<file path="src/rtl/alu_op_sequencer.sv">
// alu_op_sequencer: command-side master for the 32-bit ALU datapath.
// Accepts one request at a time, drives registered operands/controls to the
// ALU, captures the combinational ALU result and returns it with status flags.
// A 32-bit accumulator lets chained operations reuse the previous result as A.
module alu_op_sequencer (
    input  logic        clk,
    input  logic        reset,

    input  logic        req_valid,
    output logic        req_ready,
    input  logic [3:0]  req_op,
    input  logic [31:0] req_a,
    input  logic [31:0] req_b,
    input  logic [4:0]  req_shamt,
    input  logic        req_use_acc,

    output logic        rsp_valid,
    input  logic        rsp_ready,
    output logic [31:0] rsp_data,
    output logic        rsp_err,
    output logic        rsp_zero,

    output logic [31:0] alu_a,
    output logic [31:0] alu_b,
    output logic        alu_c_0,
    output logic        alu_const_var,
    output logic        alu_shift_direction,
    output logic [1:0]  alu_function_class,
    output logic [1:0]  alu_logic_function,
    output logic [4:0]  alu_const_amount,
    input  logic [31:0] alu_s
);

    typedef enum logic [1:0] {
        ST_IDLE  = 2'd0,
        ST_ISSUE = 2'd1,
        ST_RESP  = 2'd2
    } state_t;

    localparam logic [3:0] OP_ADD  = 4'h0;
    localparam logic [3:0] OP_SUB  = 4'h1;
    localparam logic [3:0] OP_SLT  = 4'h2;
    localparam logic [3:0] OP_AND  = 4'h3;
    localparam logic [3:0] OP_OR   = 4'h4;
    localparam logic [3:0] OP_XOR  = 4'h5;
    localparam logic [3:0] OP_NOR  = 4'h6;
    localparam logic [3:0] OP_SLLV = 4'h7;
    localparam logic [3:0] OP_SRLV = 4'h8;
    localparam logic [3:0] OP_SLL  = 4'h9;
    localparam logic [3:0] OP_SRL  = 4'hA;

    localparam logic [1:0] FC_SHIFT = 2'b00;
    localparam logic [1:0] FC_SLT   = 2'b01;
    localparam logic [1:0] FC_ARITH = 2'b10;
    localparam logic [1:0] FC_LOGIC = 2'b11;

    state_t      state_q, state_d;
    logic [31:0] acc_q, acc_d;
    logic        illegal_q, illegal_d;

    logic [31:0] alu_a_q, alu_a_d;
    logic [31:0] alu_b_q, alu_b_d;
    logic        alu_c0_q, alu_c0_d;
    logic        alu_cv_q, alu_cv_d;
    logic        alu_dir_q, alu_dir_d;
    logic [1:0]  alu_fc_q, alu_fc_d;
    logic [1:0]  alu_lf_q, alu_lf_d;
    logic [4:0]  alu_ca_q, alu_ca_d;

    logic [31:0] rsp_data_q, rsp_data_d;
    logic        rsp_err_q, rsp_err_d;
    logic        rsp_zero_q, rsp_zero_d;

    logic        dec_illegal;
    logic        dec_c0;
    logic        dec_cv;
    logic        dec_dir;
    logic [1:0]  dec_fc;
    logic [1:0]  dec_lf;
    logic [4:0]  dec_ca;

    // Translate the request opcode into ALU control fields; unused fields stay 0.
    always_comb begin
        dec_illegal = 1'b0;
        dec_c0      = 1'b0;
        dec_cv      = 1'b0;
        dec_dir     = 1'b0;
        dec_fc      = FC_SHIFT;
        dec_lf      = 2'b00;
        dec_ca      = 5'd0;
        case (req_op)
            OP_ADD: begin
                dec_fc = FC_ARITH;
            end
            OP_SUB: begin
                dec_fc = FC_ARITH;
                dec_c0 = 1'b1;
            end
            OP_SLT: begin
                dec_fc = FC_SLT;
                dec_c0 = 1'b1;
            end
            OP_AND: begin
                dec_fc = FC_LOGIC;
                dec_lf = 2'b00;
            end
            OP_OR: begin
                dec_fc = FC_LOGIC;
                dec_lf = 2'b01;
            end
            OP_XOR: begin
                dec_fc = FC_LOGIC;
                dec_lf = 2'b10;
            end
            OP_NOR: begin
                dec_fc = FC_LOGIC;
                dec_lf = 2'b11;
            end
            OP_SLLV: begin
                dec_fc  = FC_SHIFT;
                dec_dir = 1'b1;
                dec_cv  = 1'b1;
            end
            OP_SRLV: begin
                dec_fc  = FC_SHIFT;
                dec_dir = 1'b0;
                dec_cv  = 1'b1;
            end
            OP_SLL: begin
                dec_fc  = FC_SHIFT;
                dec_dir = 1'b1;
                dec_ca  = req_shamt;
            end
            OP_SRL: begin
                dec_fc  = FC_SHIFT;
                dec_dir = 1'b0;
                dec_ca  = req_shamt;
            end
            default: begin
                dec_illegal = 1'b1;
            end
        endcase
    end

    // Sequencer next state: latch the request in IDLE, capture the ALU result in ISSUE, wait for consume in RESP.
    always_comb begin
        state_d    = state_q;
        acc_d      = acc_q;
        illegal_d  = illegal_q;
        alu_a_d    = alu_a_q;
        alu_b_d    = alu_b_q;
        alu_c0_d   = alu_c0_q;
        alu_cv_d   = alu_cv_q;
        alu_dir_d  = alu_dir_q;
        alu_fc_d   = alu_fc_q;
        alu_lf_d   = alu_lf_q;
        alu_ca_d   = alu_ca_q;
        rsp_data_d = rsp_data_q;
        rsp_err_d  = rsp_err_q;
        rsp_zero_d = rsp_zero_q;
        case (state_q)
            ST_IDLE: begin
                if (req_valid) begin
                    state_d   = ST_ISSUE;
                    illegal_d = dec_illegal;
                    if (dec_illegal) begin
                        alu_a_d   = 32'd0;
                        alu_b_d   = 32'd0;
                        alu_c0_d  = 1'b0;
                        alu_cv_d  = 1'b0;
                        alu_dir_d = 1'b0;
                        alu_fc_d  = 2'b00;
                        alu_lf_d  = 2'b00;
                        alu_ca_d  = 5'd0;
                    end else begin
                        alu_a_d   = req_use_acc ? acc_q : req_a;
                        alu_b_d   = req_b;
                        alu_c0_d  = dec_c0;
                        alu_cv_d  = dec_cv;
                        alu_dir_d = dec_dir;
                        alu_fc_d  = dec_fc;
                        alu_lf_d  = dec_lf;
                        alu_ca_d  = dec_ca;
                    end
                end
            end
            ST_ISSUE: begin
                state_d = ST_RESP;
                if (illegal_q) begin
                    rsp_data_d = 32'd0;
                    rsp_err_d  = 1'b1;
                    rsp_zero_d = 1'b1;
                end else begin
                    rsp_data_d = alu_s;
                    rsp_err_d  = 1'b0;
                    rsp_zero_d = (alu_s == 32'd0);
                    acc_d      = alu_s;
                end
            end
            ST_RESP: begin
                if (rsp_ready) begin
                    state_d = ST_IDLE;
                end
            end
            default: begin
                state_d = ST_IDLE;
            end
        endcase
    end

    // State, accumulator, ALU drive and response registers with synchronous reset.
    always_ff @(posedge clk) begin
        if (reset) begin
            state_q    <= ST_IDLE;
            acc_q      <= 32'd0;
            illegal_q  <= 1'b0;
            alu_a_q    <= 32'd0;
            alu_b_q    <= 32'd0;
            alu_c0_q   <= 1'b0;
            alu_cv_q   <= 1'b0;
            alu_dir_q  <= 1'b0;
            alu_fc_q   <= 2'b00;
            alu_lf_q   <= 2'b00;
            alu_ca_q   <= 5'd0;
            rsp_data_q <= 32'd0;
            rsp_err_q  <= 1'b0;
            rsp_zero_q <= 1'b0;
        end else begin
            state_q    <= state_d;
            acc_q      <= acc_d;
            illegal_q  <= illegal_d;
            alu_a_q    <= alu_a_d;
            alu_b_q    <= alu_b_d;
            alu_c0_q   <= alu_c0_d;
            alu_cv_q   <= alu_cv_d;
            alu_dir_q  <= alu_dir_d;
            alu_fc_q   <= alu_fc_d;
            alu_lf_q   <= alu_lf_d;
            alu_ca_q   <= alu_ca_d;
            rsp_data_q <= rsp_data_d;
            rsp_err_q  <= rsp_err_d;
            rsp_zero_q <= rsp_zero_d;
        end
    end

    // req_ready is masked by reset so it reads 0 while reset is held even though the state is already IDLE.
    assign req_ready           = (state_q == ST_IDLE) && !reset;
    assign rsp_valid           = (state_q == ST_RESP);
    assign rsp_data            = rsp_data_q;
    assign rsp_err             = rsp_err_q;
    assign rsp_zero            = rsp_zero_q;
    assign alu_a               = alu_a_q;
    assign alu_b               = alu_b_q;
    assign alu_c_0             = alu_c0_q;
    assign alu_const_var       = alu_cv_q;
    assign alu_shift_direction = alu_dir_q;
    assign alu_function_class  = alu_fc_q;
    assign alu_logic_function  = alu_lf_q;
    assign alu_const_amount    = alu_ca_q;

endmodule

</file>
<file path="config.mk">
export PLATFORM = sky130hd
export DESIGN_NAME = alu_op_sequencer
export DESIGN_NICKNAME = d
export VERILOG_FILES = /design/src/rtl/alu_op_sequencer.sv
export SDC_FILE = /design/constraint.sdc
export NUM_CORES = 1
export LEC_CHECK = 0
export CAP_MARGIN = 20
export CORE_AREA = 2 2 134 104
export CTS_BUF_LIST = sky130_fd_sc_hd__clkbuf_8
export CTS_CLUSTER_SIZE = 28
export DETAILED_ROUTE_END_ITERATION = 10
export DIE_AREA = 0 0 136 106
export GPL_TIMING_DRIVEN = 0
export HOLD_SLACK_MARGIN = 0.08
export PLACE_DENSITY = 0.77
export SLEW_MARGIN = 5
export SYNTH_ARGS = -nofsm -noshare
export SYNTH_HDL_FRONTEND = slang
export SYNTH_SLANG_ARGS = --single-unit
</file>
<file path="constraint.sdc">
create_clock -name clk -period 2 [get_ports clk]
set_input_delay 0.3 -clock clk [delete_from_list [all_inputs] [get_ports clk]]
set_output_delay 0.3 -clock clk [all_outputs]
set_load 0.02 [all_outputs]
</file>
# == Word level (Yosys, flattened, before mapping) ==
# Index checks and enable logic that the tools add are counted.
# totals
inputBits,110
output_inout_bits,112
word_cells,66
ff_bits,145
# op_classes
reduce_logical,15
bitwise,1
muxes,22
n_eq_ne,14
# ops
cell,count
$mux 32,4
$logic_not 32->1,1
$pmux 2 s3,3
$eq 4x3->1 const B,4
$eq 4x4->1 const B,3
$reduce_or 11->1,1
$mux 5,2
$reduce_or 2->1,5
$mux 1,9
$eq 4x2->1 const B,2
$mux 2,4
$reduce_and 2->1,3
$eq 4x1->1 const B,1
$logic_not 4->1,1
$reduce_or 4->1,1
$eq 2x1->1 const B,1
$eq 2x2->1 const B,1
$logic_not 2->1,1
$ne 2x1->1 const B,1
$ne 2x2->1 const B,1
$logic_and 1x1->1,1
$logic_not 1->1,1
$not 1->1,1

# == Logic depth before layout (Yosys ltp) ==
# depth
ltp_word,4
mapped_depth,7
depth_no_buf,4

# == Worst setup path after synthesis ==
# No wires, ideal clock.
# synth_path
path_type,input to register
start,input port req_use_acc
end,"register alu_a_q[0], in the netlist alu_a[0]"
required_time_ps,1865
t_arrival_ps,1376
path_slack_ps,489
path_buffers,2
cell_stages,5
setup_time_ps,135
path_cell_list,clkbuf_1 -> clkbuf_1 -> mux2_2 -> a22oi_2 -> nor2_2
# synth_between
elab_chain_len,2
# synth_lines
item,line_no,text
"start, declared",15,"input logic req_use_acc,"
$mux 32,176,alu_a_d = req_use_acc ? acc_q : req_a;
$mux 32,166,if (dec_illegal) begin
"end signal, assigned",232,alu_a_q <= alu_a_d;
"end, declared",61,"logic [31:0] alu_a_q, alu_a_d;"
# Every way passes these cells.
# A chain may end at the register's enable or synchronous reset.

# == Final worst setup path ==
# layout_path
start,"register alu_a_q[5], in the netlist alu_a[5]"
end,output port alu_a[5]
# layout_rtl
item,line_no,text
"end, declared",23,"output logic [31:0] alu_a,"
# No word-level cell between the ends.

==> out/results.ini <==
[timing]
period_share_pct = 88.9
finClkSkew_ps = 8.04
relSlewSlack_pct = 54.6
worst_pin_slew_ps = 681
fmax_ghz = 0.563
rsz0062_at_grt = no
period_needed_ps = 1780
hold_viol_final = 0
slew_viol_final = 0
setup_viol = 0
setup_slack_ps = 223

[cells_and_area]
antennaDiodeCount = 0
final_cells = 1008
area_growth_pct = 48.5
drive_gt1_share_pct = 22.8
fillerInstances = 1076
layout.nets = 930
final_area_um2 = 8590

[synth]
synthesis.nets = 695
syn_inst = 585
synth_edf_count = 0
synth_mux_area_share_pct = 6.57
synthFlopType = dfxtp_1
netlist_area_um2 = 5790
yosysWarnings = 0
async_flop_share_pct = 0
synth_xor_area_share_pct = 0.303
ys_ff_latch = 145
yosys.area_share.simple_pct = 17.0
synth_top_family_by_area = compound AO/OA/AOI/OAI gates
synth_cell_type_count = 40
synth_top_area_share_pct = 50.2
synth_compound_gate_area_share_pct = 20.4
yosys-top-cells-count = 145 x dfxtp_1, 98 x nand2_1, 69 x a21oi_1, 50 x a22oi_2, 50 x nor2_2
yosysMostFrequentCell = dfxtp_1
synth_top_cells_by_area = dfxtp_1 50%, a22oi_2 11%, nand2_1 6.4%
syn-mean-instance-area_um2 = 9.89
yosysSeqAreaShare_pct = 50.2
synthAdderAreaFrac_pct = 0
synth_area_leader_cell = dfxtp_1

[setup_path]
worstPathCellList = clkdlybuf4s50_1
path_max_fanout = 2
start_kind = flop
end_kind = primary output
critPathKind = reg2out
arrival_ps = 1480
path_buf_inv = 1
required_ps = 1700
rrSetupSlack_ps = 320
slowest_stage = clkdlybuf4s50_1
cp_slowest_stage_delay_ps = 670
crit_start = alu_a[5]
critPathTopFamily = buffers and inverters
r2r_start = state_q[1]

[placed_design]
portBuffers = 216
dp_slack_ps = -107
placed_cells = 976
placed_cell_area_um2 = 8170
globalplace.congestion = 0.832
hpwlAfterDp_um = 13600

[global_route]
use_met1_pct = 29.9
grt_pass1_vias = 5195
grt_max_degree = 17
grt_overflow = 0
antenna_found_initial = 0
gr-usage-met2_pct = 38.6
grt.busiest_layer = met2
grt_pass1_wl_um = 26700
grt_use_met3_pct = 8.20
track_usage_pct = 24.1

[clock_tree]
cts_sinks = 145
cts_resized = 2
post_cts_buffers = 0
cts_tree = built
cts_hold_buf = 0
htreeDepth = 4
cts_made_buffers = 17
clkTransAtPathRegs_ps = 80
clock_path_buffers = 2
clock_latency_ps = 440
root_buffer = clkbuf_8

[die]
die_h_um = 106
rows = 37
die_w_um = 136
io_pins = 222
dieArea_um2 = 14400
core_area_um2 = 13200
start_util_pct = 43.7

[routing]
ant_nets = 0
dr.pass1.iters = 5
drtIter0Drc = 266
wl_per_cell_um = 17.3
via_per_inst = 5.14
drc = 0
routed_wl_um = 17500
vias = 5186

[run]
maxCapViolCount = 0

[min_path]
hold_start = req_op[0]
hold_class = in2reg

[pwr]
ir_drop_mv = 0.525
leakagePower_nw = 3.01
power_density_nw_per_um2 = 796

[run_status]
status = complete, no violations

==> cell usage in the layout, fill, tap and decap left out, types with 2 or more instances in the layout <==
cell type,synthesis,layout
clkdlybuf4s50_1,0,214
dfxtp_1,145,145
nand2_1,98,98
a21oi_1,69,69
a22oi_2,50,50
nor2_2,50,50
mux2_2,32,32
nor2_1,27,27
clkbuf_1,24,24
a22oi_1,19,19
clkbuf_8,0,17
buf_2,15,15
nor4_1,8,8
nor3_1,6,6
buf_12,5,5
nand2b_1,5,5
clkinvlp_4,0,5
bufinv_16,0,4
clkinv_2,0,3
nor2b_1,2,2
buf_6,2,2
xnor2_1,2,2
buf_1,2,2
mux2i_1,2,2
nand4_1,2,2
inv_1,1,2
clkinv_4,0,2
dlygate4sd2_1,0,2
==> sequential cells by signal, indices dropped and copies added, names as in the netlist <==
register and flops:
acc_q 32, alu_a 32, alu_b 32, rsp_data 32, alu_const_amount 5, alu_function_class 2
alu_logic_function 2, state_q 2, alu_c_0 1, alu_const_var 1, alu_shift_direction 1, illegal_q 1
rsp_err 1, rsp_zero 1
==> cell families (layout without fill, tap and decap cells) <==
family	Yosys count	after routing
mux	34	34
xor+xnor	2	2
flops	145	145
compound gates	146	146
buf+inv	51	299
simple gates	207	207
==> per-layer routing <==
| layer | share of wire [%] | vias to the layer above |
|---|---|---|
| met2 | 47 | 195 |
| met4 | 2.2 | 0 |
| li1 | - | 2506 |
| met5 | 0 | - |
| met1 | 43 | 2457 |
| met3 | 8.3 | 28 |
==> power by group <==
group | switching (mW) | internal, mW
logic | 0.630 | 0.613
clock network | 1.14 | 1.35
registers | 0.0848 | 3.02
==> through the flow <==
stage	power, mW	utilization (%)	setup TNS [ps]	hold WS, ps
2_1_floorplan	3.83	-	0	431
3_3_place_gp	4.39	61.7	-1230	439
3_5_place_dp	4.42	61.7	-2520	445
4_1_cts	6.90	64.9	0	278
5_1_grt	7.12	64.9	0	326
6_report	6.84	64.9	0	312
==> worst paths after layout <==
kind,endpoint,cells past startpoint
setup / recovery,alu_a[5],1
hold / removal,alu_shift_direction,3
setup reg to reg,acc_q[13],7
hold reg to reg,rsp_data[22],2
==> layout make-up <==
cell class / count / area [µm²] / area share [%]
Clock inverter: 15 / 194 / 2.26
Clock buffer: 17 / 234 / 2.72
Sequential cell: 145 / 2900 / 33.8
Inverter: 1 / 3.75 / 0.0437
Buffer: 50 / 318 / 3.70
Timing Repair Buffer: 216 / 2160 / 25.1
Multi-Input combinational cell: 389 / 2560 / 29.8
Tap cell: 175 / 219 / 2.55
No activity file was read; power rests on OpenSTA's default activity.
